## config.mk

```make
export PLATFORM = sky130hd
export DESIGN_NAME = sc_fifo_ex
export DESIGN_NICKNAME = d
export VERILOG_FILES = /design/src/rtl/fifo_pkg.sv /design/src/rtl/dual_port_ram.sv /design/src/rtl/sc_fifo_ex.sv
export SDC_FILE = /design/constraint.sdc
export NUM_CORES = 1
export LEC_CHECK = 0
export BUFFER_PORTS_ARGS = -buffer_cell sky130_fd_sc_hd__buf_2
export CORE_ASPECT_RATIO = 1.2
export CORE_MARGIN = 4
export CORE_UTILIZATION = 62
export DETAILED_ROUTE_END_ITERATION = 10
export PLACE_DENSITY_LB_ADDON = 0.3
export SYNTH_ARGS = -nofsm -noshare
export SYNTH_HDL_FRONTEND = slang
export SYNTH_SLANG_ARGS = --single-unit
```

## constraint.sdc

```tcl
create_clock -name clk_i -period 7 [get_ports clk_i]
set_input_delay 1.4 -clock clk_i [delete_from_list [all_inputs] [get_ports clk_i]]
set_output_delay 1.4 -clock clk_i [all_outputs]
set_load 0.01 [all_outputs]
```

## src/rtl/fifo_pkg.sv

```systemverilog
// fifo_pkg: shared helpers for the FIFO family (pointer width, saturating counter increment).
package fifo_pkg;

    function automatic int ptr_width(input int addr_width);
        return addr_width + 1;
    endfunction

    // Holds at all-ones for a w-bit counter carried in a 32-bit container.
    function automatic logic [31:0] sat_inc(input logic [31:0] v, input int w);
        logic [31:0] ones;
        ones = (32'd1 << w) - 32'd1;
        return (v == ones) ? v : v + 32'd1;
    endfunction

endpackage

```

## src/rtl/dual_port_ram.sv

```systemverilog
// dual_port_ram: simple dual-port RAM, independent write and registered-read ports.
module dual_port_ram #(
    parameter int DATA_WIDTH = 8,
    parameter int ADDR_WIDTH = 3
) (
    input  logic                  wr_clk_i,
    input  logic [DATA_WIDTH-1:0] wr_data_i,
    input  logic [ADDR_WIDTH-1:0] wr_addr_i,
    input  logic                  wr_i,
    input  logic                  rd_clk_i,
    input  logic [ADDR_WIDTH-1:0] rd_addr_i,
    input  logic                  rd_i,
    output logic [DATA_WIDTH-1:0] rd_data_o
);
    logic [DATA_WIDTH-1:0] mem [2**ADDR_WIDTH];

    always_ff @(posedge wr_clk_i)
        if (wr_i)
            mem[wr_addr_i] <= wr_data_i;

    always_ff @(posedge rd_clk_i)
        if (rd_i)
            rd_data_o <= mem[rd_addr_i];
endmodule

```

## src/rtl/sc_fifo_ex.sv

```systemverilog
// sc_fifo_ex: single-clock show-ahead FIFO with programmable levels, flush and sticky flags.
// Optional drop counters enabled by defining SC_FIFO_EX_STAT_EN.
module sc_fifo_ex
    import fifo_pkg::*;
#(
    parameter int DATA_WIDTH   = 8,
    parameter int WORDS_AMOUNT = 8,
    parameter int ADDR_WIDTH   = $clog2(WORDS_AMOUNT),
    parameter int STAT_WIDTH   = 16
) (
    input  logic                  clk_i,
    input  logic                  rst_i,
    input  logic [DATA_WIDTH-1:0] wr_data_i,
    input  logic                  wr_i,
    input  logic                  rd_i,
    output logic [DATA_WIDTH-1:0] rd_data_o,
    input  logic                  flush_i,
    input  logic [ADDR_WIDTH:0]   af_level_i,
    input  logic [ADDR_WIDTH:0]   ae_level_i,
    input  logic                  clr_flags_i,
    output logic [ADDR_WIDTH:0]   used_words_o,
    output logic                  full_o,
    output logic                  empty_o,
    output logic                  almost_full_o,
    output logic                  almost_empty_o,
    output logic                  ovf_o,
    output logic                  udf_o
`ifdef SC_FIFO_EX_STAT_EN
    ,
    output logic [STAT_WIDTH-1:0] wr_drop_cnt_o,
    output logic [STAT_WIDTH-1:0] rd_drop_cnt_o
`endif
);
    localparam int PW = ptr_width(ADDR_WIDTH);

    logic [PW-1:0] wr_ptr, rd_ptr, used;
    logic          data_at_output, data_in_mem, rd_en;
    logic          wr_req, rd_req, wr_rej, rd_rej;

    // Flush swallows the cycle's requests, so neither acceptance nor rejection is seen.
    assign wr_req      = wr_i && !full_o && !flush_i;
    assign rd_req      = rd_i && !empty_o && !flush_i;
    assign wr_rej      = wr_i && full_o && !flush_i;
    assign rd_rej      = rd_i && empty_o && !flush_i;
    assign data_in_mem = wr_ptr != rd_ptr;
    assign rd_en       = data_in_mem && (!data_at_output || rd_req);

    assign used_words_o   = used;
    assign full_o         = used == PW'(WORDS_AMOUNT);
    assign empty_o        = !data_at_output;
    assign almost_full_o  = used >= af_level_i;
    assign almost_empty_o = used <= ae_level_i;

    always_ff @(posedge clk_i) begin
        if (rst_i || flush_i) begin
            wr_ptr         <= '0;
            rd_ptr         <= '0;
            used           <= '0;
            data_at_output <= 1'b0;
        end else begin
            if (wr_req)
                wr_ptr <= wr_ptr + PW'(1);
            if (rd_en)
                rd_ptr <= rd_ptr + PW'(1);
            if (rd_req || !data_at_output)
                data_at_output <= data_in_mem;
            used <= used + PW'(wr_req) - PW'(rd_req);
        end
    end

    always_ff @(posedge clk_i) begin
        if (rst_i) begin
            ovf_o <= 1'b0;
            udf_o <= 1'b0;
        end else begin
            ovf_o <= wr_rej || (ovf_o && !clr_flags_i);
            udf_o <= rd_rej || (udf_o && !clr_flags_i);
        end
    end

`ifdef SC_FIFO_EX_STAT_EN
    always_ff @(posedge clk_i) begin
        if (rst_i || clr_flags_i) begin
            wr_drop_cnt_o <= '0;
            rd_drop_cnt_o <= '0;
        end else begin
            if (wr_rej)
                wr_drop_cnt_o <= STAT_WIDTH'(sat_inc(32'(wr_drop_cnt_o), STAT_WIDTH));
            if (rd_rej)
                rd_drop_cnt_o <= STAT_WIDTH'(sat_inc(32'(rd_drop_cnt_o), STAT_WIDTH));
        end
    end
`else
    logic [STAT_WIDTH-1:0] unused_stat;
    assign unused_stat = '0;
`endif

    dual_port_ram #(
        .DATA_WIDTH(DATA_WIDTH),
        .ADDR_WIDTH(ADDR_WIDTH)
    ) u_ram (
        .wr_clk_i (clk_i),
        .wr_data_i(wr_data_i),
        .wr_addr_i(wr_ptr[ADDR_WIDTH-1:0]),
        .wr_i     (wr_req),
        .rd_clk_i (clk_i),
        .rd_addr_i(rd_ptr[ADDR_WIDTH-1:0]),
        .rd_i     (rd_en),
        .rd_data_o(rd_data_o)
    );
endmodule
```

-- After elaboration in Yosys (flattened, before gate mapping)
Memory sizes are Yosys's and may differ from the RTL's. A register that Yosys moved wholly into a read port is not among the register bits.
Index checks and enable logic that the tools add are counted.
- output and inout port bits: 18
- bits in writable memories: 64
- memories: 1
- input bits: 22
- word-level logic and storage cells: 36
- flip-flop bits (word level): 15
- memory list (name ; depth ; bits a word ; rd ports ; clocked after Yosys merged registers in ; write ports ; RTL line ; RTL):
    u_ram.mem ; 8 ; 8 ; 1 ; 1 ; 1 ; dual_port_ram.sv:15 ; logic [DATA_WIDTH-1:0] mem [2**ADDR_WIDTH];
- mux-type cells: 2
- order comparisons: 2
- add/subtract/negate cells: 4
- reduce and logical (&&, ||, !) cells: 19
- equality and inequality tests: 2
- operator list (kind ; number):
    $logic_and A1 B1 Y1 ; 11
    $add A4 B1 Y4 const B ; 2
    $add A4 B1 Y4 ; 1
    $eq A4 B4 Y1 const B ; 1
    $ge A4 B4 Y1 ; 1
    $le A4 B4 Y1 ; 1
    $logic_not A1 Y1 ; 4
    $logic_or A1 B1 Y1 ; 4
    $ne A4 B4 Y1 ; 1
    $sub A4 B1 Y4 ; 1
    $mux W1 ; 2

-- Longest topological paths before layout
Gate-level depths: netlist (run 1).
- depth in word-level cells: 6
- depth in mapped cells: 11
- gate-level depth less buffers: 11

-- Modules after synthesis
Synthesis (run 1) repeated with hierarchy kept, for this count alone.
- cells, all modules: 226
- area, all modules: 3742.3 um2
- modules (own cells, without submodules) (module ; instances ; area an instance (um2) ; cells an instance ; sequential area each (um2)):
    dual_port_ram ; 1 ; 2771.4 ; 114 ; 2162.1
    sc_fifo_ex ; 1 ; 970.9 ; 112 ; 300.3

-- Worst setup path after synthesis (run 1)
OpenSTA, ideal clock, no wires.
- path kind: input-to-output
- start: in ae_level_i[1]
- end: out almost_empty_o
- arrival: 2.413 ns
- stages on the path: 6
- path buffers: 0
- required time: 5.600 ns
- setup slack: 3.187 ns
- cell sequence: inv_1 ha_1 nor2b_1 o21a_1 o21a_1 o21ai_0
- cells in the longest elaborated chain, start to end: 1
- ends and longest elaborated chain (item ; RTL line ; RTL):
    from (decl) ; sc_fifo_ex.sv:19 ; input logic [ADDR_WIDTH:0] ae_level_i,
    $le A4 B4 Y1 ; sc_fifo_ex.sv:52 ; assign almost_empty_o = used <= ae_level_i;
    to (decl) ; sc_fifo_ex.sv:25 ; output logic almost_empty_o,
Every way passes these cells.

-- Final worst setup path (run 1)
- start: in af_level_i[0]
- end: out almost_full_o
- cells in the longest elaborated chain, start to end: 1
- ends and longest elaborated chain (item ; RTL line ; RTL):
    from (decl) ; sc_fifo_ex.sv:18 ; input logic [ADDR_WIDTH:0] af_level_i,
    $ge A4 B4 Y1 ; sc_fifo_ex.sv:51 ; assign almost_full_o = used >= af_level_i;
    to (decl) ; sc_fifo_ex.sv:24 ; output logic almost_full_o,
Every way passes these cells.

==> results of run 1 <==
## worst paths after layout
path                     endpoint  cells after the start
hold reg to reg    data_at_output                      2
setup / recovery    almost_full_o                      7
hold / removal     data_at_output                      2
setup reg to reg  u_ram.mem[2][5]                      6
## cells in the mapped netlist (2+ instances only)
cell and count:
sky130_fd_sc_hd__o31ai_1 2, sky130_fd_sc_hd__mux4_2 6, sky130_fd_sc_hd__clkbuf_1 3, sky130_fd_sc_hd__nand2_1 7, sky130_fd_sc_hd__inv_1 15, sky130_fd_sc_hd__nor2_1 16
sky130_fd_sc_hd__edfxtp_1 72, sky130_fd_sc_hd__xor2_1 6, sky130_fd_sc_hd__nand2b_1 3, sky130_fd_sc_hd__dfxtp_1 15, sky130_fd_sc_hd__or2_2 2, sky130_fd_sc_hd__o21ai_0 3
sky130_fd_sc_hd__nor2b_1 5, sky130_fd_sc_hd__or4_1 2, sky130_fd_sc_hd__ha_1 15, sky130_fd_sc_hd__nand3_1 4, sky130_fd_sc_hd__a21o_1 4, sky130_fd_sc_hd__a21oi_1 10
sky130_fd_sc_hd__o21a_1 2, sky130_fd_sc_hd__or3_1 2, sky130_fd_sc_hd__mux4_1 10, sky130_fd_sc_hd__nor3_1 2, sky130_fd_sc_hd__mux2_2 8
## metrics by stage
step	area [µm²]	power, mW	hold WS (ns)	worst slack, ns
2_1_floorplan	3720	0.609	0.427	3.19
3_3_place_gp	3990	0.627	0.444	3.08
3_5_place_dp	3990	0.629	0.457	3.06
4_1_cts	4220	1.01	0.470	3.06
5_1_grt	4220	1.05	0.485	3.00
6_report	4220	1.01	0.469	3.06
## flip-flops by register name, summed over array words and instances (netlist names)
signal           count
data_at_output       1
udf_o                1
u_ram.rd_data_o      8
used_words_o         4
u_ram.mem           64
ovf_o                1
rd_ptr               4
wr_ptr               4
## layer usage
layer / part of all wire / GRT usage
met2: 0.53 / 0.346
met5: 0 / 0
met3: 0.040 / 0.0467
met4: 0.018 / 0.0758
met1: 0.41 / 0.250
## power by group
group          switching [mW]  leakage (nW)  internal (mW)
Combinational          0.0264         0.676         0.0216
Sequential            0.00252         0.773          0.566
Clock                   0.185         0.108          0.206
## cells by family after synthesis
kind of cell	count (synthesis)
simple gates	48
fa+ha+maj	16
mux	25
xor+xnor	7
compound gates	21
buf+inv	22
flops	87
## critical path, cell delays in order
cell	delay, ns
sky130_fd_sc_hd__buf_2	0.10
sky130_fd_sc_hd__ha_1	0.27
sky130_fd_sc_hd__nand2b_1	0.13
sky130_fd_sc_hd__a21o_1	0.17
sky130_fd_sc_hd__a21o_1	0.17
sky130_fd_sc_hd__a21o_1	0.17
sky130_fd_sc_hd__buf_2	0.13
## cell type report
type,count,share of cell area
Clock buffer,9,0.0294
Tap cell,80,0.0237
Timing Repair Buffer,40,0.0481
Clock inverter,7,0.0246
Sequential cell,87,0.584
Inverter,15,0.0134
Multi-Input combinational cell,117,0.277
==> flow_results.xml, run 1 <==
<?xml version="1.0" encoding="UTF-8"?>
<metrics>
  <group name="status">
    <metric name="run_status" unit="">finished, final reports clean</metric>
  </group>
  <group name="timing">
    <metric name="worst_clock_skew" unit="ns">0.0111</metric>
    <metric name="timing.final.crit_share" unit="">0.562</metric>
    <metric name="fmaxAchievable" unit="MHz">254</metric>
    <metric name="totalNegativeSetupSlack" unit="ns">0</metric>
    <metric name="setup_repair_after_global_routing_missed_its_margin" unit="">false</metric>
    <metric name="relSlewSlack" unit="">0.302</metric>
    <metric name="maxSlewViolCount" unit="">0</metric>
    <metric name="timing.final.setup_violations" unit="">0</metric>
    <metric name="period_minus_slack" unit="ns">3.94</metric>
    <metric name="worst_pin_slew" unit="ns">1.04</metric>
    <metric name="final_hold_viol_count" unit="">0</metric>
  </group>
  <group name="cells_and_area">
    <metric name="antenna_cells" unit="">0</metric>
    <metric name="syn2layout_area_growth" unit="%">13.2</metric>
    <metric name="nFillCells" unit="">358</metric>
    <metric name="layout.core_utilization" unit="">0.734</metric>
    <metric name="final_cell_mix" unit="">72 x sky130_fd_sc_hd__edfxtp_1, 39 x sky130_fd_sc_hd__buf_2, 16 x sky130_fd_sc_hd__nor2_1</metric>
    <metric name="multi_input_comb_area" unit="µm²">1170</metric>
    <metric name="area.sequential" unit="µm²">2460</metric>
    <metric name="layout_commonest_cell" unit="">sky130_fd_sc_hd__edfxtp_1</metric>
    <metric name="fin_cells" unit="">355</metric>
    <metric name="design.final.nets" unit="">308</metric>
    <metric name="share_of_layout_cells_above_drive_strength_1" unit="">0.280</metric>
  </group>
  <group name="synthesis">
    <metric name="synth.top_cell.area_share" unit="">0.581</metric>
    <metric name="synth_top_family_by_area" unit="">multiplexers</metric>
    <metric name="syn_nets" unit="">264</metric>
    <metric name="post_synth_mux_area_share" unit="">0.134</metric>
    <metric name="synth_sequential_area_ratio" unit="">0.661</metric>
    <metric name="number_of_flops_mapped_to_enable_cells_by_yosys" unit="">72</metric>
    <metric name="postSynthCellCount" unit="">226</metric>
    <metric name="synth.ff_latch_count" unit="">87</metric>
    <metric name="post_synth_instance_area" unit="µm²">3720</metric>
    <metric name="ys.warnings.count" unit="">0</metric>
    <metric name="synth_flop_cell" unit="">sky130_fd_sc_hd__edfxtp_1</metric>
    <metric name="synth-adder-area-share" unit="">0.0558</metric>
    <metric name="compound_gate_fraction_of_synth_area" unit="">0.0336</metric>
    <metric name="post_synth_and_or_nand_nor_area_fraction" unit="">0.0689</metric>
    <metric name="yosysTopAreaCell" unit="">sky130_fd_sc_hd__edfxtp_1</metric>
    <metric name="fraction_of_synthesized_cell_area_in_xor_and_xnor_cells" unit="">0.0185</metric>
    <metric name="post_synth.cell_area_avg" unit="µm²">16.5</metric>
    <metric name="netlist-cell-type-count" unit="">35</metric>
    <metric name="yosys-top-cells-area" unit="">sky130_fd_sc_hd__edfxtp_1 58%, sky130_fd_sc_hd__dfxtp_1 8.1%, sky130_fd_sc_hd__mux4_1 7.1%</metric>
    <metric name="postSynth.asyncResetShare" unit="">0</metric>
  </group>
  <group name="floorplanning">
    <metric name="dieArea" unit="µm²">7320</metric>
    <metric name="floorplan.die.width" unit="µm">78.7</metric>
    <metric name="placementRows" unit="">30</metric>
    <metric name="start_util" unit="">0.648</metric>
    <metric name="die_height" unit="µm">92.9</metric>
    <metric name="floorplan_core_area" unit="µm²">5740</metric>
    <metric name="ios" unit="">40</metric>
  </group>
  <group name="clocking">
    <metric name="clk_latency" unit="ns">0.35</metric>
    <metric name="tritoncts" unit="">built</metric>
    <metric name="post_cts_resize_count" unit="">0</metric>
    <metric name="htree_num_levels" unit="">3</metric>
    <metric name="root_buffer" unit="">sky130_fd_sc_hd__clkbuf_8</metric>
    <metric name="number_of_buffers_on_the_longest_clock_path" unit="">2</metric>
    <metric name="cts.sink_count" unit="">87</metric>
    <metric name="holdBufCountCts" unit="">0</metric>
    <metric name="clkTransAtPathRegs" unit="ns">0.10</metric>
    <metric name="cts_setup_buffers" unit="">0</metric>
    <metric name="cts_buf_count" unit="">9</metric>
  </group>
  <group name="power_and_ir_drop">
    <metric name="total_power_per_unit_cell_area" unit="nW/µm²">239</metric>
    <metric name="worst_ir_drop_vdd" unit="V">0.000220</metric>
    <metric name="power_leakage" unit="nW">1.56</metric>
  </group>
  <group name="routing">
    <metric name="post_drt_wl_per_cell" unit="µm">18.6</metric>
    <metric name="routed_via_density" unit="">5.67</metric>
    <metric name="vias" unit="">2012</metric>
    <metric name="dr.first_iter.drc_count" unit="">139</metric>
    <metric name="drt_first_pass_iters" unit="">4</metric>
    <metric name="drt_wl_total" unit="µm">6610</metric>
    <metric name="post-route-drc-count" unit="">0</metric>
    <metric name="post_route_antenna_net_violation_count" unit="">0</metric>
  </group>
  <group name="grt">
    <metric name="grt_first_pass_wirelength" unit="µm">10700</metric>
    <metric name="maximum_number_of_pins_on_one_net_before_global_route_repair" unit="">22</metric>
    <metric name="first_global_vias" unit="">2043</metric>
    <metric name="groute.usage.overall" unit="">0.202</metric>
    <metric name="number_of_antenna_violations_at_the_first_check_in_global_routing" unit="">0</metric>
    <metric name="global_route.overflow_total" unit="">0</metric>
  </group>
  <group name="worst_setup_path">
    <metric name="source_of_the_worst_register_to_register_timing_path" unit="">used_words_o[2]</metric>
    <metric name="cp-startpoint" unit="">af_level_i[0]</metric>
    <metric name="crit_fanout" unit="">1</metric>
    <metric name="reg2reg_slack" unit="ns">4.45</metric>
    <metric name="worst-setup-path-type" unit="">in -&gt; out</metric>
    <metric name="required" unit="ns">5.60</metric>
    <metric name="critPathCaptureType" unit="">output port</metric>
    <metric name="timing.critical_path.arrival" unit="ns">2.54</metric>
    <metric name="startpoint_class_of_the_critical_path" unit="">input port</metric>
  </group>
  <group name="placement">
    <metric name="post-place-cells" unit="">339</metric>
    <metric name="placement.io_buffers" unit="">39</metric>
    <metric name="routability_congestion" unit="">0.690</metric>
    <metric name="hpwl" unit="µm">4280</metric>
  </group>
  <group name="min_path">
    <metric name="hold_path_startpoint" unit="">data_at_output</metric>
    <metric name="hold_class" unit="">reg -&gt; reg</metric>
  </group>
  <group name="job">
    <metric name="drv_cap" unit="">0</metric>
  </group>
</metrics>
No activity file was read; power rests on OpenSTA's default activity.
==> inputs of run 2 (changes only) <==
- CORE_UTILIZATION: 62 -> 52
- clock period: 7 -> 3.6 ns (I/O delays scaled with it)
==> run 2 against run 1 <==
  * Die area grew 17%
  * Critical path depth fell by 1
  * Via count increased by 0.30%
  * Combinational power up 100%
  * Critical path type is now reg -> out
==> flow_results.xml, run 2 (synthesized netlist as in run 1, its figures left out) <==
<?xml version="1.0" encoding="UTF-8"?>
<metrics>
  <group name="routing">
    <metric name="vias" unit="">2018</metric>
    <metric name="drt_wl_total" unit="µm">6340</metric>
    <metric name="post_drt_wl_per_cell" unit="µm">17.1</metric>
    <metric name="post_route_antenna_net_violation_count" unit="">0</metric>
    <metric name="dr.first_iter.drc_count" unit="">123</metric>
    <metric name="drt_first_pass_iters" unit="">4</metric>
    <metric name="post-route-drc-count" unit="">0</metric>
    <metric name="routed_via_density" unit="">5.45</metric>
  </group>
  <group name="timing">
    <metric name="timing.final.crit_share" unit="">0.720</metric>
    <metric name="worst_pin_slew" unit="ns">0.838</metric>
    <metric name="maxSlewViolCount" unit="">0</metric>
    <metric name="totalNegativeSetupSlack" unit="ns">0</metric>
    <metric name="setup_repair_after_global_routing_missed_its_margin" unit="">false</metric>
    <metric name="worst_clock_skew" unit="ns">0.0119</metric>
    <metric name="relSlewSlack" unit="">0.439</metric>
    <metric name="fmaxAchievable" unit="MHz">386</metric>
    <metric name="final_hold_viol_count" unit="">0</metric>
    <metric name="setup_ws" unit="ns">1.01</metric>
    <metric name="timing.final.setup_violations" unit="">0</metric>
    <metric name="period_minus_slack" unit="ns">2.59</metric>
  </group>
  <group name="clocking">
    <metric name="cts_setup_buffers" unit="">0</metric>
    <metric name="cts_buf_count" unit="">9</metric>
    <metric name="holdBufCountCts" unit="">0</metric>
    <metric name="tritoncts" unit="">built</metric>
    <metric name="clk_latency" unit="ns">0.35</metric>
    <metric name="htree_num_levels" unit="">3</metric>
    <metric name="post_cts_resize_count" unit="">0</metric>
    <metric name="number_of_buffers_on_the_longest_clock_path" unit="">2</metric>
    <metric name="clkTransAtPathRegs" unit="ns">0.09</metric>
    <metric name="cts.sink_count" unit="">87</metric>
    <metric name="root_buffer" unit="">sky130_fd_sc_hd__clkbuf_8</metric>
  </group>
  <group name="grt">
    <metric name="groute.usage.overall" unit="">0.164</metric>
    <metric name="global_route.overflow_total" unit="">0</metric>
    <metric name="number_of_antenna_violations_at_the_first_check_in_global_routing" unit="">0</metric>
    <metric name="maximum_number_of_pins_on_one_net_before_global_route_repair" unit="">22</metric>
    <metric name="grtUsageMet1" unit="">0.195</metric>
    <metric name="top_usage_layer" unit="">met2</metric>
    <metric name="use_met2" unit="">0.285</metric>
    <metric name="first_global_vias" unit="">2079</metric>
    <metric name="grt_first_pass_wirelength" unit="µm">10400</metric>
    <metric name="met3_usage" unit="">0.0303</metric>
  </group>
  <group name="worst_setup_path">
    <metric name="ff2ff_path_depth" unit="">11</metric>
    <metric name="startpoint_class_of_the_critical_path" unit="">flip-flop</metric>
    <metric name="reg2reg_slack" unit="ns">1.11</metric>
    <metric name="critical_path.reg2reg.endpoint" unit="">used_words_o[2]</metric>
    <metric name="critPathCaptureType" unit="">output port</metric>
    <metric name="crit_fanout" unit="">7</metric>
    <metric name="worst-setup-path-type" unit="">reg -&gt; out</metric>
    <metric name="required" unit="ns">2.88</metric>
    <metric name="source_of_the_worst_register_to_register_timing_path" unit="">used_words_o[2]</metric>
    <metric name="timing.critical_path.arrival" unit="ns">1.87</metric>
  </group>
  <group name="power_and_ir_drop">
    <metric name="p_int" unit="mW">1.54</metric>
    <metric name="power.clock.fraction" unit="">0.379</metric>
    <metric name="total_power_per_unit_cell_area" unit="nW/µm²">453</metric>
    <metric name="power.combinational.fraction" unit="">0.050</metric>
    <metric name="switching_share" unit="">0.205</metric>
    <metric name="net-switching-power" unit="mW">0.396</metric>
    <metric name="seq_power_share" unit="">0.571</metric>
    <metric name="worst_ir_drop_vdd" unit="V">0.000412</metric>
    <metric name="power_leakage" unit="nW">1.59</metric>
  </group>
  <group name="placement">
    <metric name="dp_slack" unit="ns">1.00</metric>
    <metric name="routability_congestion" unit="">0.720</metric>
    <metric name="hpwl" unit="µm">4480</metric>
    <metric name="placement.io_buffers" unit="">39</metric>
  </group>
  <group name="floorplanning">
    <metric name="placementRows" unit="">33</metric>
    <metric name="ios" unit="">40</metric>
    <metric name="die_height" unit="µm">101</metric>
    <metric name="dieArea" unit="µm²">8580</metric>
    <metric name="start_util" unit="">0.540</metric>
    <metric name="floorplan.die.width" unit="µm">85.3</metric>
    <metric name="floorplan_core_area" unit="µm²">6900</metric>
  </group>
  <group name="cells_and_area">
    <metric name="largest_register_ffs" unit="">64</metric>
    <metric name="biggest_regs" unit="">u_ram.mem: 64 flops, u_ram.rd_data_o: 8 flops</metric>
    <metric name="syn2layout_area_growth" unit="%">14.7</metric>
    <metric name="nFillCells" unit="">492</metric>
    <metric name="share_of_layout_cells_above_drive_strength_1" unit="">0.293</metric>
    <metric name="final_cell_mix" unit="">72 x sky130_fd_sc_hd__edfxtp_1, 39 x sky130_fd_sc_hd__buf_2, 16 x sky130_fd_sc_hd__nor2_1</metric>
    <metric name="layout_commonest_cell" unit="">sky130_fd_sc_hd__edfxtp_1</metric>
    <metric name="design.final.nets" unit="">317</metric>
    <metric name="regMostFlops" unit="">u_ram.mem</metric>
    <metric name="antenna_cells" unit="">0</metric>
  </group>
  <group name="job">
    <metric name="drv_cap" unit="">0</metric>
  </group>
  <group name="min_path">
    <metric name="hold_path_end" unit="">data_at_output</metric>
    <metric name="hold_path_startpoint" unit="">data_at_output</metric>
    <metric name="hold-path-cell-count" unit="">2</metric>
    <metric name="hold_class" unit="">reg -&gt; reg</metric>
  </group>
  <group name="status">
    <metric name="run_status" unit="">finished, final reports clean</metric>
  </group>
</metrics>
run 2: how the worst max path moves through the flow:
stage | startpoint | end | slack (ns) | cells past startpoint
after floorplan | ae_level_i[1] | almost_empty_o | 1.15 | 6
after global placement | flush_i | used_words_o[2] | 1.02 | 10
after detailed placement | af_level_i[0] | almost_full_o | 1.00 | 7
after CTS | used_words_o[1] | almost_empty_o | 0.97 | 6
after global routing | used_words_o[1] | almost_empty_o | 0.87 | 6
final | used_words_o[1] | almost_empty_o | 1.01 | 6
run 2: per-layer routing:
metal,vias up,part of all wire
met1,992,0.40
met3,13,0.040
met4,0,0.027
met5,-,0
met2,51,0.53
li1,962,-
run 2: metrics by stage:
step	cells	hold slack, ns	cell area (µm²)	total power, mW	util
after floorplan	226	0.427	3720	1.18	-
after global placement	355	0.441	4050	1.22	0.588
after detailed placement	355	0.453	4050	1.23	0.588
after CTS	370	0.465	4270	1.95	0.619
after global routing	370	0.513	4270	2.01	0.619
final	370	0.464	4270	1.93	0.619
run 2: power groups by stage:
stage | Combinational (mW) | Clock [mW] | Sequential, mW
detailed placement | 0.0979 | 0 | 1.13
CTS | 0.0982 | 0.747 | 1.11
floorplan | 0.0522 | 0 | 1.13
finish | 0.0962 | 0.733 | 1.11
global route | 0.109 | 0.791 | 1.11
global placement | 0.0951 | 0 | 1.13
run 2: cell type report:
cell class | count | area [µm²] | area share
sequential | 87 | 2460 | 0.576
timing repair buffer | 49 | 270 | 0.0633
clock inverter | 6 | 93.8 | 0.0220
inverter | 15 | 56.3 | 0.0132
clock buffer | 9 | 124 | 0.0290
multi-input combinational | 117 | 1160 | 0.271
tap | 87 | 109 | 0.0255
run 2: worst max-delay path, cell delays in order (launching register included):
cell                      delay, ns
sky130_fd_sc_hd__dfxtp_1       0.49
sky130_fd_sc_hd__ha_1          0.30
sky130_fd_sc_hd__nor2b_1       0.13
sky130_fd_sc_hd__o21a_1        0.16
sky130_fd_sc_hd__o21a_1        0.15
sky130_fd_sc_hd__o21ai_0       0.14
sky130_fd_sc_hd__buf_2         0.16
